## config.mk

```make
export PLATFORM = sky130hd
export DESIGN_NAME = debouncer_multicanal
export DESIGN_NICKNAME = d
export VERILOG_FILES = /design/src/rtl/debouncer_multicanal.sv
export SDC_FILE = /design/constraint.sdc
export NUM_CORES = 1
export LEC_CHECK = 0
export CAP_MARGIN = 5
export CORE_UTILIZATION = 30
export DETAILED_ROUTE_END_ITERATION = 16
export DONT_BUFFER_PORTS = 1
export GPL_TIMING_DRIVEN = 0
export SYNTH_ARGS = -nofsm -noshare
export SYNTH_HDL_FRONTEND = slang
export SYNTH_SLANG_ARGS = --single-unit
```

## constraint.sdc

```tcl
create_clock -name clock -period 2.6 [get_ports clock]
set_input_delay 0.78 -clock clock [delete_from_list [all_inputs] [get_ports clock]]
set_output_delay 0.78 -clock clock [all_outputs]
set_load 0.02 [all_outputs]
```

## src/rtl/debouncer_multicanal.sv

```systemverilog
// N-channel button conditioner: 2-FF sync, bounce filter, press/release pulses, wrapping event counters.
// Latency: clean input edge -> btn_level/pulse after 2+DEBOUNCE_CYCLES clocks; counters update one clock after the pulse.
// No backpressure: pulses are single-cycle and unconditional; optional hold detector under `LONG_PRESS_EN`.
module debouncer_multicanal #(
    parameter int N_CH            = 5,
    parameter int DEBOUNCE_CYCLES = 500000,
    parameter int CNT_W           = 8,
    parameter int LONG_CYCLES     = 100000000
) (
    input  logic                    clock,
    input  logic                    reset,
    input  logic [N_CH-1:0]         btn_in,
    input  logic [1:0]              edge_mode,
    input  logic                    clear_cnt,
    output logic [N_CH-1:0]         btn_level,
    output logic [N_CH-1:0]         press_pulse,
    output logic [N_CH-1:0]         release_pulse,
    output logic [N_CH*CNT_W-1:0]   event_cnt,
    output logic [N_CH-1:0]         long_press
);

    localparam int FW = $clog2(DEBOUNCE_CYCLES);
    localparam logic [FW-1:0] F_LAST = FW'(DEBOUNCE_CYCLES - 1);

    typedef enum logic [1:0] {
        STABLE_LOW  = 2'd0,
        WAIT_HIGH   = 2'd1,
        STABLE_HIGH = 2'd2,
        WAIT_LOW    = 2'd3
    } db_state_t;

    logic [N_CH-1:0] sync_a;
    logic [N_CH-1:0] sync_b;

    always_ff @(posedge clock or negedge reset) begin
        if (!reset) begin
            sync_a <= '0;
            sync_b <= '0;
        end else begin
            sync_a <= btn_in;
            sync_b <= sync_a;
        end
    end

    // edge_mode: 00 press, 01 release, 10 both, 11 none
    logic count_press;
    logic count_release;
    assign count_press   = (edge_mode == 2'b00) || (edge_mode == 2'b10);
    assign count_release = (edge_mode == 2'b01) || (edge_mode == 2'b10);

    for (genvar i = 0; i < N_CH; i++) begin : g_ch
        db_state_t        state;
        logic [FW-1:0]    fcnt;
        logic             lvl;
        logic             pp;
        logic             rp;
        logic [CNT_W-1:0] ecnt;

        always_ff @(posedge clock or negedge reset) begin
            if (!reset) begin
                state <= STABLE_LOW;
                fcnt  <= '0;
                lvl   <= 1'b0;
                pp    <= 1'b0;
                rp    <= 1'b0;
            end else begin
                pp <= 1'b0;
                rp <= 1'b0;
                case (state)
                    STABLE_LOW: begin
                        if (sync_b[i]) begin
                            state <= WAIT_HIGH;
                            fcnt  <= FW'(1);
                        end
                    end
                    WAIT_HIGH: begin
                        if (!sync_b[i]) begin
                            state <= STABLE_LOW;
                            fcnt  <= '0;
                        end else if (fcnt == F_LAST) begin
                            state <= STABLE_HIGH;
                            fcnt  <= '0;
                            lvl   <= 1'b1;
                            pp    <= 1'b1;
                        end else begin
                            fcnt <= fcnt + FW'(1);
                        end
                    end
                    STABLE_HIGH: begin
                        if (!sync_b[i]) begin
                            state <= WAIT_LOW;
                            fcnt  <= FW'(1);
                        end
                    end
                    WAIT_LOW: begin
                        if (sync_b[i]) begin
                            state <= STABLE_HIGH;
                            fcnt  <= '0;
                        end else if (fcnt == F_LAST) begin
                            state <= STABLE_LOW;
                            fcnt  <= '0;
                            lvl   <= 1'b0;
                            rp    <= 1'b1;
                        end else begin
                            fcnt <= fcnt + FW'(1);
                        end
                    end
                    default: begin
                        state <= STABLE_LOW;
                        fcnt  <= '0;
                    end
                endcase
            end
        end

        // Counts from the registered pulse, so a clear raised during the pulse cycle wins.
        always_ff @(posedge clock or negedge reset) begin
            if (!reset) begin
                ecnt <= '0;
            end else if (clear_cnt) begin
                ecnt <= '0;
            end else if ((pp && count_press) || (rp && count_release)) begin
                ecnt <= ecnt + CNT_W'(1);
            end
        end

        assign btn_level[i]                 = lvl;
        assign press_pulse[i]               = pp;
        assign release_pulse[i]             = rp;
        assign event_cnt[i*CNT_W +: CNT_W]  = ecnt;

`ifdef LONG_PRESS_EN
        localparam int HW = $clog2(LONG_CYCLES + 1);
        logic [HW-1:0] hold;
        logic          lp;

        // Saturating at LONG_CYCLES guarantees a single pulse per press.
        always_ff @(posedge clock or negedge reset) begin
            if (!reset) begin
                hold <= '0;
                lp   <= 1'b0;
            end else begin
                lp <= 1'b0;
                if (!lvl) begin
                    hold <= '0;
                end else if (hold != HW'(LONG_CYCLES)) begin
                    hold <= hold + HW'(1);
                    if (hold == HW'(LONG_CYCLES - 1))
                        lp <= 1'b1;
                end
            end
        end

        assign long_press[i] = lp;
`endif
    end

`ifndef LONG_PRESS_EN
    assign long_press = '0;
`endif

endmodule

```

==> reports/qor.yml, run 1 <==
post_cts_buffers: 0
p_switching_uw: 1800
yosysWarnings: 0
cap_violations: 0
synth_seq_cells: 170
power_frac_seq: 0.443
dp_hpwl_um: 12900
hold_violations: 0
intPower_uw: 4760
worstPathMaxFanout: 10
synth_simple_gate_area_share: 0.227
startpoint_type: "flip-flop"
synth_cells: 896
ant_nets: 0
r2r_setup_slack_ps: 380
ctsHoldBuffers: 0
drcViolationCount: 0
grt_max_degree: 171
grt-ovfl-total: 0
die_w_um: 171
htreeDepth: 4
synth_area_um2: 8560
rsz0062_at_grt: "false"
setup_tns_ps: 0
row_count: 61
synth_top_family_by_area: "simple AND/OR/NAND/NOR gates"
synth_seq_area_share: 0.497
critPathKind: "flip-flop to flip-flop"
ioPinCount: 70
power.density_nw_per_um2: 678
status: "completed"
post-route-period-util: 0.855
yosys.area.top_type: "dfrtp_1"
dieArea_um2: 29200
setup-violations-final: 0
synth_top_area_share: 0.497
setup_ws_ps: 378
grt_pass1_vias: 6268
gp_routability_congestion: 0.816
cts_tree: "yes"
routed_wl_um: 18800
first_pass_iters: 5
start_util: 0.306
relSlewSlack: 0.372
grt_use_total: 0.133
cts-root-buf: "clkbuf_16"
critPathRequiredTime_ps: 2910
die_h_um: 171
antenna_found_initial: 2
p_sw_frac: 0.274
avgSynthCellArea_um2: 9.55
slew_viol_final: 0
post-place-ws_ps: 408
p_comb_frac: 0.145
nets: 941
crit_path_start: "g_ch[4].fcnt[14]$_DFFE_PN0P_"
finClkSkew_ps: 9.36
end_kind: "flip-flop"
rr_worst_depth: 6
clock_latency_ps: 430
synth_flop_cell: "dfrtp_1"
cts_sinks: 170
power_uw: 6560
synth_fa_ha_area_frac: 0.0175
vdd_drop_max_mv: 0.404
synth_most_common_cell: "dfrtp_1"
fmax_mhz: 450
synth_edf_count: 0
wire_per_inst_um: 14.4
clk_pin_slew_ps: 70
cts_buffer_depth: 2
synthXorXnorAreaFrac: 0.0491
crit_arrival_ps: 2540
finalCriticalPeriod_ps: 2220
synth_mux_area_frac: 0.0143
synth_area_leaders: "dfrtp_1, nand2_1, nand3_1"
yosys-top-cells-count: "dfrtp_1, nand2_1, nor2_1"
grt_pass1_wl_um: 31300
nFillCells: 2839
fp.coreArea_um2: 27900
viasPerCell: 5.10
syn_to_final_growth_pct: 13.0
synthDistinctLibCells: 58
synth-async-reset-ratio: 1.00
cts_buffers: 17
hold_class: "primary input to asynchronous set/reset pin"
r2r_end: "g_ch[4].fcnt[17]$_DFFE_PN0P_"
synth_compound_area_frac: 0.154
drive_gt1_frac: 0.0882
p_clk_frac: 0.412
r2r_start: "g_ch[4].fcnt[14]$_DFFE_PN0P_"
tightest_slew_ps: 933
leakage_uw: 0.00417
ctsResizeCount: 0
drt_iter0_markers: 358
num_vias: 6674
io_buffers: 0
critical path, cell delays in order (launching register included):
cell      delay (ps)
dfrtp_1          410
or4_1            540
nor3_1           300
a21oi_2          200
clkbuf_1         310
a32oi_1          260
nand2_1           80
cell usage in the layout (no fill, tap or decap), types with 3 or more instances in the layout:
master / synthesis / layout
or4_1: 4 / 4
clkbuf_16: 0 / 17
conb_1: 1 / 5
buf_6: 3 / 3
nor3b_1: 3 / 3
a21o_1: 19 / 19
bufinv_16: 0 / 4
a41oi_1: 10 / 10
nand3_1: 66 / 66
a2bb2oi_1: 4 / 4
clkbuf_1: 16 / 16
or2_2: 7 / 7
xor2_1: 36 / 36
buf_4: 20 / 20
a21oi_1: 51 / 51
and2_1: 8 / 8
o31ai_1: 3 / 3
mux2i_1: 10 / 10
and4_1: 6 / 6
nand2_1: 92 / 92
nand2b_1: 13 / 13
xnor2_1: 12 / 12
buf_2: 8 / 8
and3_1: 20 / 20
clkinv_4: 0 / 3
inv_1: 17 / 17
nand4_1: 32 / 32
o21ai_0: 37 / 37
a21oi_2: 4 / 4
nor2_1: 85 / 85
nor4_1: 7 / 7
or3_1: 4 / 4
o211ai_1: 3 / 3
a22o_1: 16 / 16
a31oi_1: 50 / 50
ha_1: 12 / 12
nor3_1: 19 / 19
dfrtp_1: 170 / 170
layer usage:
metal	vias to the layer above	share of wire	GRT usage
li1	3294	-	-
met1	3230	0.48	0.175
met2	131	0.46	0.211
met3	17	0.045	0.0342
met4	2	0.013	0.0454
met5	-	0.00090	0
logic make-up after synthesis:
group                    Yosys count
other                              1
XOR/XNOR                          48
AND/OR/NAND/NOR                  383
flip-flops                       170
buffers and inverters             64
AO/OA/AOI/OAI                    206
adder cells (fa/ha/maj)           12
multiplexers                      12
worst max path at each step:
stage,slack [ps],cells after the start,endpoint
2_1_floorplan,590,5,flip-flop
3_3_place_gp,400,6,g_ch[3].fcnt[1]$_DFFE_PN0P_
3_5_place_dp,410,6,g_ch[4].fcnt[17]$_DFFE_PN0P_
4_1_cts,390,6,g_ch[4].fcnt[17]$_DFFE_PN0P_
5_1_grt,210,6,g_ch[4].fcnt[15]$_DFFE_PN0P_
6_report,380,6,g_ch[4].fcnt[17]$_DFFE_PN0P_
area by class of cell:
type | count | area, µm² | area share
Antenna cell | 1 | 2.50 | 0.000259
Buffer | 47 | 284 | 0.0294
Clock buffer | 19 | 453 | 0.0468
Clock inverter | 11 | 171 | 0.0177
Inverter | 17 | 63.8 | 0.00660
Multi-Input combinational cell | 666 | 3970 | 0.411
Sequential cell | 170 | 4250 | 0.440
Tap cell | 378 | 473 | 0.0489
power by group through the flow:
stage / Clock (µW) / Combinational (µW) / Sequential, µW
after floorplan: 0 / 741 / 2930
after global placement: 0 / 939 / 2950
after detailed placement: 0 / 951 / 2960
after CTS: 2780 / 954 / 2910
after global routing: 2890 / 1070 / 2930
final: 2700 / 952 / 2910
stage by stage:
stage,area (µm²),utilization,hold slack [ps],instances
2_1_floorplan,8580,-,331,900
3_3_place_gp,9050,0.324,334,1278
3_5_place_dp,9050,0.324,335,1278
4_1_cts,9670,0.346,24.1,1308
5_1_grt,9670,0.346,27.2,1308
6_report,9680,0.346,52.1,1309
state kept, by name, indices dropped and copies added, names as in the netlist, named ones only:
name        cells
sync_a          5
g_ch.lvl        5
g_ch.state      5
g_ch.ecnt      40
g_ch.pp         5
g_ch.fcnt      95
sync_b          5
g_ch.rp         5
Note: power is estimated with default switching activity, not from simulation.
==> run 2: changes to the inputs <==
--- a/config.mk
+++ b/config.mk
@@ -6,6 +6,7 @@
 export NUM_CORES = 1
 export LEC_CHECK = 0
 export CAP_MARGIN = 5
+export CORE_MARGIN = 5
 export CORE_UTILIZATION = 30
 export DETAILED_ROUTE_END_ITERATION = 16
 export DONT_BUFFER_PORTS = 1
==> reports/qor.yml, run 2 (same netlist as run 1, synthesis figures left out) <==
end_kind: "flip-flop"
top_layer_used: "met5"
utilization: 0.345
leakage_uw: 0.00418
startpoint_type: "flip-flop"
fp.coreArea_um2: 28000
post-route-period-util: 0.871
cts-root-buf: "clkbuf_16"
drive_gt1_frac: 0.0891
setup-violations-final: 0
crit_path_start: "g_ch[4].fcnt[14]$_DFFE_PN0P_"
ctsHoldBuffers: 0
post_cts_buffers: 0
finClkSkew_ps: 10.4
num_vias: 6673
critPathKind: "flip-flop to flip-flop"
hold_violations: 0
wl_met2_um: 8670
syn_to_final_growth_pct: 13.0
die_w_um: 179
rsz0062_at_grt: "false"
grt_use_total: 0.121
setup_tns_ps: 0
routed_wl_um: 19000
row_count: 61
io_buffers: 0
layout.cells.most_common_list: "dfrtp_1, nand2_1, nor2_1"
die_h_um: 179
ant_nets: 0
cap_violations: 0
htreeDepth: 4
grt_max_degree: 171
dp_hpwl_um: 13200
cts_buffers: 17
hold_class: "primary input to asynchronous set/reset pin"
reg_top3: "g_ch.fcnt (95), g_ch.ecnt (40)"
antenna_found_initial: 1
grt-ovfl-total: 0
slew_viol_final: 0
final_common_cell: "dfrtp_1"
grt_pass1_wl_um: 32000
clock_latency_ps: 420
wl_met1_um: 9090
cts_sinks: 170
cts_tree: "yes"
tightest_slew_ps: 910
rr_worst_depth: 6
viasPerCell: 5.09
status: "completed"
vdd_drop_max_mv: 0.378
fmax_mhz: 442
whs_ps: 40.8
nets: 941
crit_arrival_ps: 2580
cts_buffer_depth: 2
top_register: "g_ch.fcnt"
power.density_nw_per_um2: 675
antenna_cells: 0
worstPathMaxFanout: 10
grt_pass1_vias: 6321
ioPinCount: 70
finalCriticalPeriod_ps: 2260
r2r_start: "g_ch[4].fcnt[14]$_DFFE_PN0P_"
largest_register_ffs: 95
wire_per_inst_um: 14.5
drt_iter0_markers: 417
critPathRequiredTime_ps: 2910
gp_routability_congestion: 0.827
dieArea_um2: 32000
clk_pin_slew_ps: 70
first_pass_iters: 5
drcViolationCount: 0
wl_met3_um: 1030
relSlewSlack: 0.388
ctsResizeCount: 0
start_util: 0.306
power_uw: 6530
-- run 2: changes by cell type in the layout (fill, tap and decap cells not counted), sizes merged --
cell	delta
diode	-1
bufinv	-1
clkinv	-1
clkinvlp	-1
inv	+5
-- run 2: cell type report --
| class | instances | area, µm² |
|---|---|---|
| sequential | 170 | 4250 |
| inverter | 17 | 63.8 |
| tap | 378 | 473 |
| buffer | 47 | 284 |
| clock inverter | 13 | 181 |
| clock buffer | 19 | 443 |
| multi-input combinational | 666 | 3970 |
| fill | 2844 | 18300 |
-- run 2: per-layer routing --
metal | vias to the layer above | track usage
li1 | 3304 | -
met1 | 3235 | 0.168
met2 | 116 | 0.188
met3 | 16 | 0.0295
met4 | 2 | 0.0349
met5 | - | 0
-- run 2: critical path, stage by stage, from the launching register on --
cell	delay, ps
dfrtp_1	410
or4_1	550
nor3_1	400
a21oi_2	220
clkbuf_1	270
a32oi_1	230
nand2_1	70
-- run 2: final timing paths --
path                       slack [ps]                            to
max in group asynchronous        2360   g_ch[2].fcnt[1]$_DFFE_PN0P_
min in group clock                350           sync_b[2]$_DFF_PN0_
hold / removal                     40   g_ch[3].fcnt[5]$_DFFE_PN0P_
setup reg to reg                  340  g_ch[4].fcnt[17]$_DFFE_PN0P_
hold reg to reg                   350           sync_b[2]$_DFF_PN0_
setup / recovery                  340  g_ch[4].fcnt[17]$_DFFE_PN0P_
-- run 2: per-stage QoR --
stage | instance area (µm²) | instances | worst slack, ps
floorplan | 8580 | 900 | 591
global placement | 9050 | 1278 | 284
detailed placement | 9050 | 1278 | 243
CTS | 9670 | 1310 | 343
global route | 9670 | 1310 | 168
finish | 9670 | 1310 | 335
-- run 2: power breakdown --
group	internal (µW)	switching [µW]
sequential	2770	143
clock	1570	1100
combinational	348	599
==> run 3: changes to the inputs <==
--- a/config.mk
+++ b/config.mk
@@ -10,7 +10,6 @@
 export CORE_UTILIZATION = 30
 export DETAILED_ROUTE_END_ITERATION = 16
 export DONT_BUFFER_PORTS = 1
-export GPL_TIMING_DRIVEN = 0
 export SYNTH_ARGS = -nofsm -noshare
 export SYNTH_HDL_FRONTEND = slang
 export SYNTH_SLANG_ARGS = --single-unit
==> reports/qor.yml, run 3 (same netlist as run 1, synthesis figures left out) <==
status: "completed"
finClkSkew_ps: 11.4
post-route-period-util: 0.929
ctsHoldBuffers: 0
whs_ps: 43.2
grt_max_degree: 171
fp.coreArea_um2: 28000
setup_tns_ps: 0
critPathKind: "flip-flop to flip-flop"
hold_class: "primary input to asynchronous set/reset pin"
wire_per_inst_um: 14.6
rsz0062_at_grt: "false"
r2r_start: "g_ch[2].fcnt[0]$_DFFE_PN0P_"
power.density_nw_per_um2: 663
first_pass_iters: 6
crit_path_start: "g_ch[2].fcnt[0]$_DFFE_PN0P_"
top_register: "g_ch.fcnt"
ant_nets: 0
nets: 901
setup-violations-final: 0
crit_family: "compound AO/OA/AOI/OAI gates"
row_count: 61
final_common_cell: "dfrtp_1"
startpoint_type: "flip-flop"
ioPinCount: 70
endpoint: "g_ch[2].fcnt[5]$_DFFE_PN0P_"
slowest_delay_ps: 750
grt-ovfl-total: 0
relSlewSlack: 0.223
rr_worst_depth: 6
antenna_cells: 0
r2r_end: "g_ch[2].fcnt[5]$_DFFE_PN0P_"
grtUsageMet1: 0.163
clock_latency_ps: 420
finalCriticalPeriod_ps: 2420
hold_violations: 0
tightest_slew_ps: 1170
drcViolationCount: 0
post-place-ws_ps: 218
cts_buffers: 17
worstPathMaxFanout: 24
grt_pass1_vias: 6084
worst-path-buf-inv: 0
htreeDepth: 4
top_usage_layer: "met2"
cts_tree: "yes"
leakage_uw: 0.00400
crit_arrival_ps: 2770
largest_register_ffs: 95
met2_usage: 0.176
reg_top3: "g_ch.fcnt (95), g_ch.ecnt (40)"
dieArea_um2: 32000
num_vias: 6525
setup_ws_ps: 184
cp_cell_sequence: "ha_1, and4_1, and4b_1, a21oi_2, o21ai_0, a31oi_1"
utilization: 0.335
post_cts_buffers: 0
vdd_drop_max_mv: 0.358
power_uw: 6220
dp_hpwl_um: 12600
path_depth: 6
fmax_mhz: 414
clk_pin_slew_ps: 70
gp_routability_congestion: 0.805
cts_buffer_depth: 2
cts-root-buf: "clkbuf_16"
grt_use_met3: 0.0371
routed_wl_um: 18600
cp_slowest_cell: "a21oi_2"
cap_violations: 0
grt_use_total: 0.117
critPathRequiredTime_ps: 2950
syn_to_final_growth_pct: 9.70
grt_pass1_wl_um: 31100
drt_iter0_markers: 458
slew_viol_final: 0
r2r_setup_slack_ps: 180
io_buffers: 0
ctsResizeCount: 0
die_w_um: 179
layout.cells.most_common_list: "dfrtp_1, nand2_1, nor2_1"
cts_sinks: 170
drive_gt1_frac: 0.0673
die_h_um: 179
end_kind: "flip-flop"
start_util: 0.306
antenna_found_initial: 1
viasPerCell: 5.14
[run 3: per-layer routing]
layer	wire length [µm]	vias up
met1	8970	3180
li1	-	3213
met2	8190	114
met3	1170	16
met5	13	-
met4	248	2
[run 3: cell type report]
cell class              instances  area (µm²)
flip-flops and latches        170        4250
clock inverters                12         114
multi-input cells             666        3980
inverters                      17        63.8
fillers                      2883       18600
repair buffers                  7        52.6
well taps                     378         473
clock buffers                  20         457
[run 3: worst min-delay path by stage]
stage / from / to / slack (ps) / cells after the start
6_report: reset / g_ch[3].fcnt[11]$_DFFE_PN0P_ / 40 / 0
5_1_grt: reset / g_ch[3].fcnt[12]$_DFFE_PN0P_ / 20 / 0
4_1_cts: reset / g_ch[3].fcnt[6]$_DFFE_PN0P_ / 20 / 0
3_5_place_dp: sync_a[4]$_DFF_PN0_ / sync_b[4]$_DFF_PN0_ / 340 / 0
3_3_place_gp: sync_a[2]$_DFF_PN0_ / sync_b[2]$_DFF_PN0_ / 330 / 0
2_1_floorplan: sync_a[0]$_DFF_PN0_ / sync_b[0]$_DFF_PN0_ / 330 / 0
[run 3: report_power, final]
group	switching, µW	internal, µW
sequential	162	2770
combinational	526	299
clock	1090	1380
total	1770	4450
[run 3: stage by stage]
step	std cells	area, µm²
final	1270	9390
after global routing	1270	9390
after CTS	1270	9390
after detailed placement	1238	8820
after global placement	1238	8820
after floorplan	900	8580
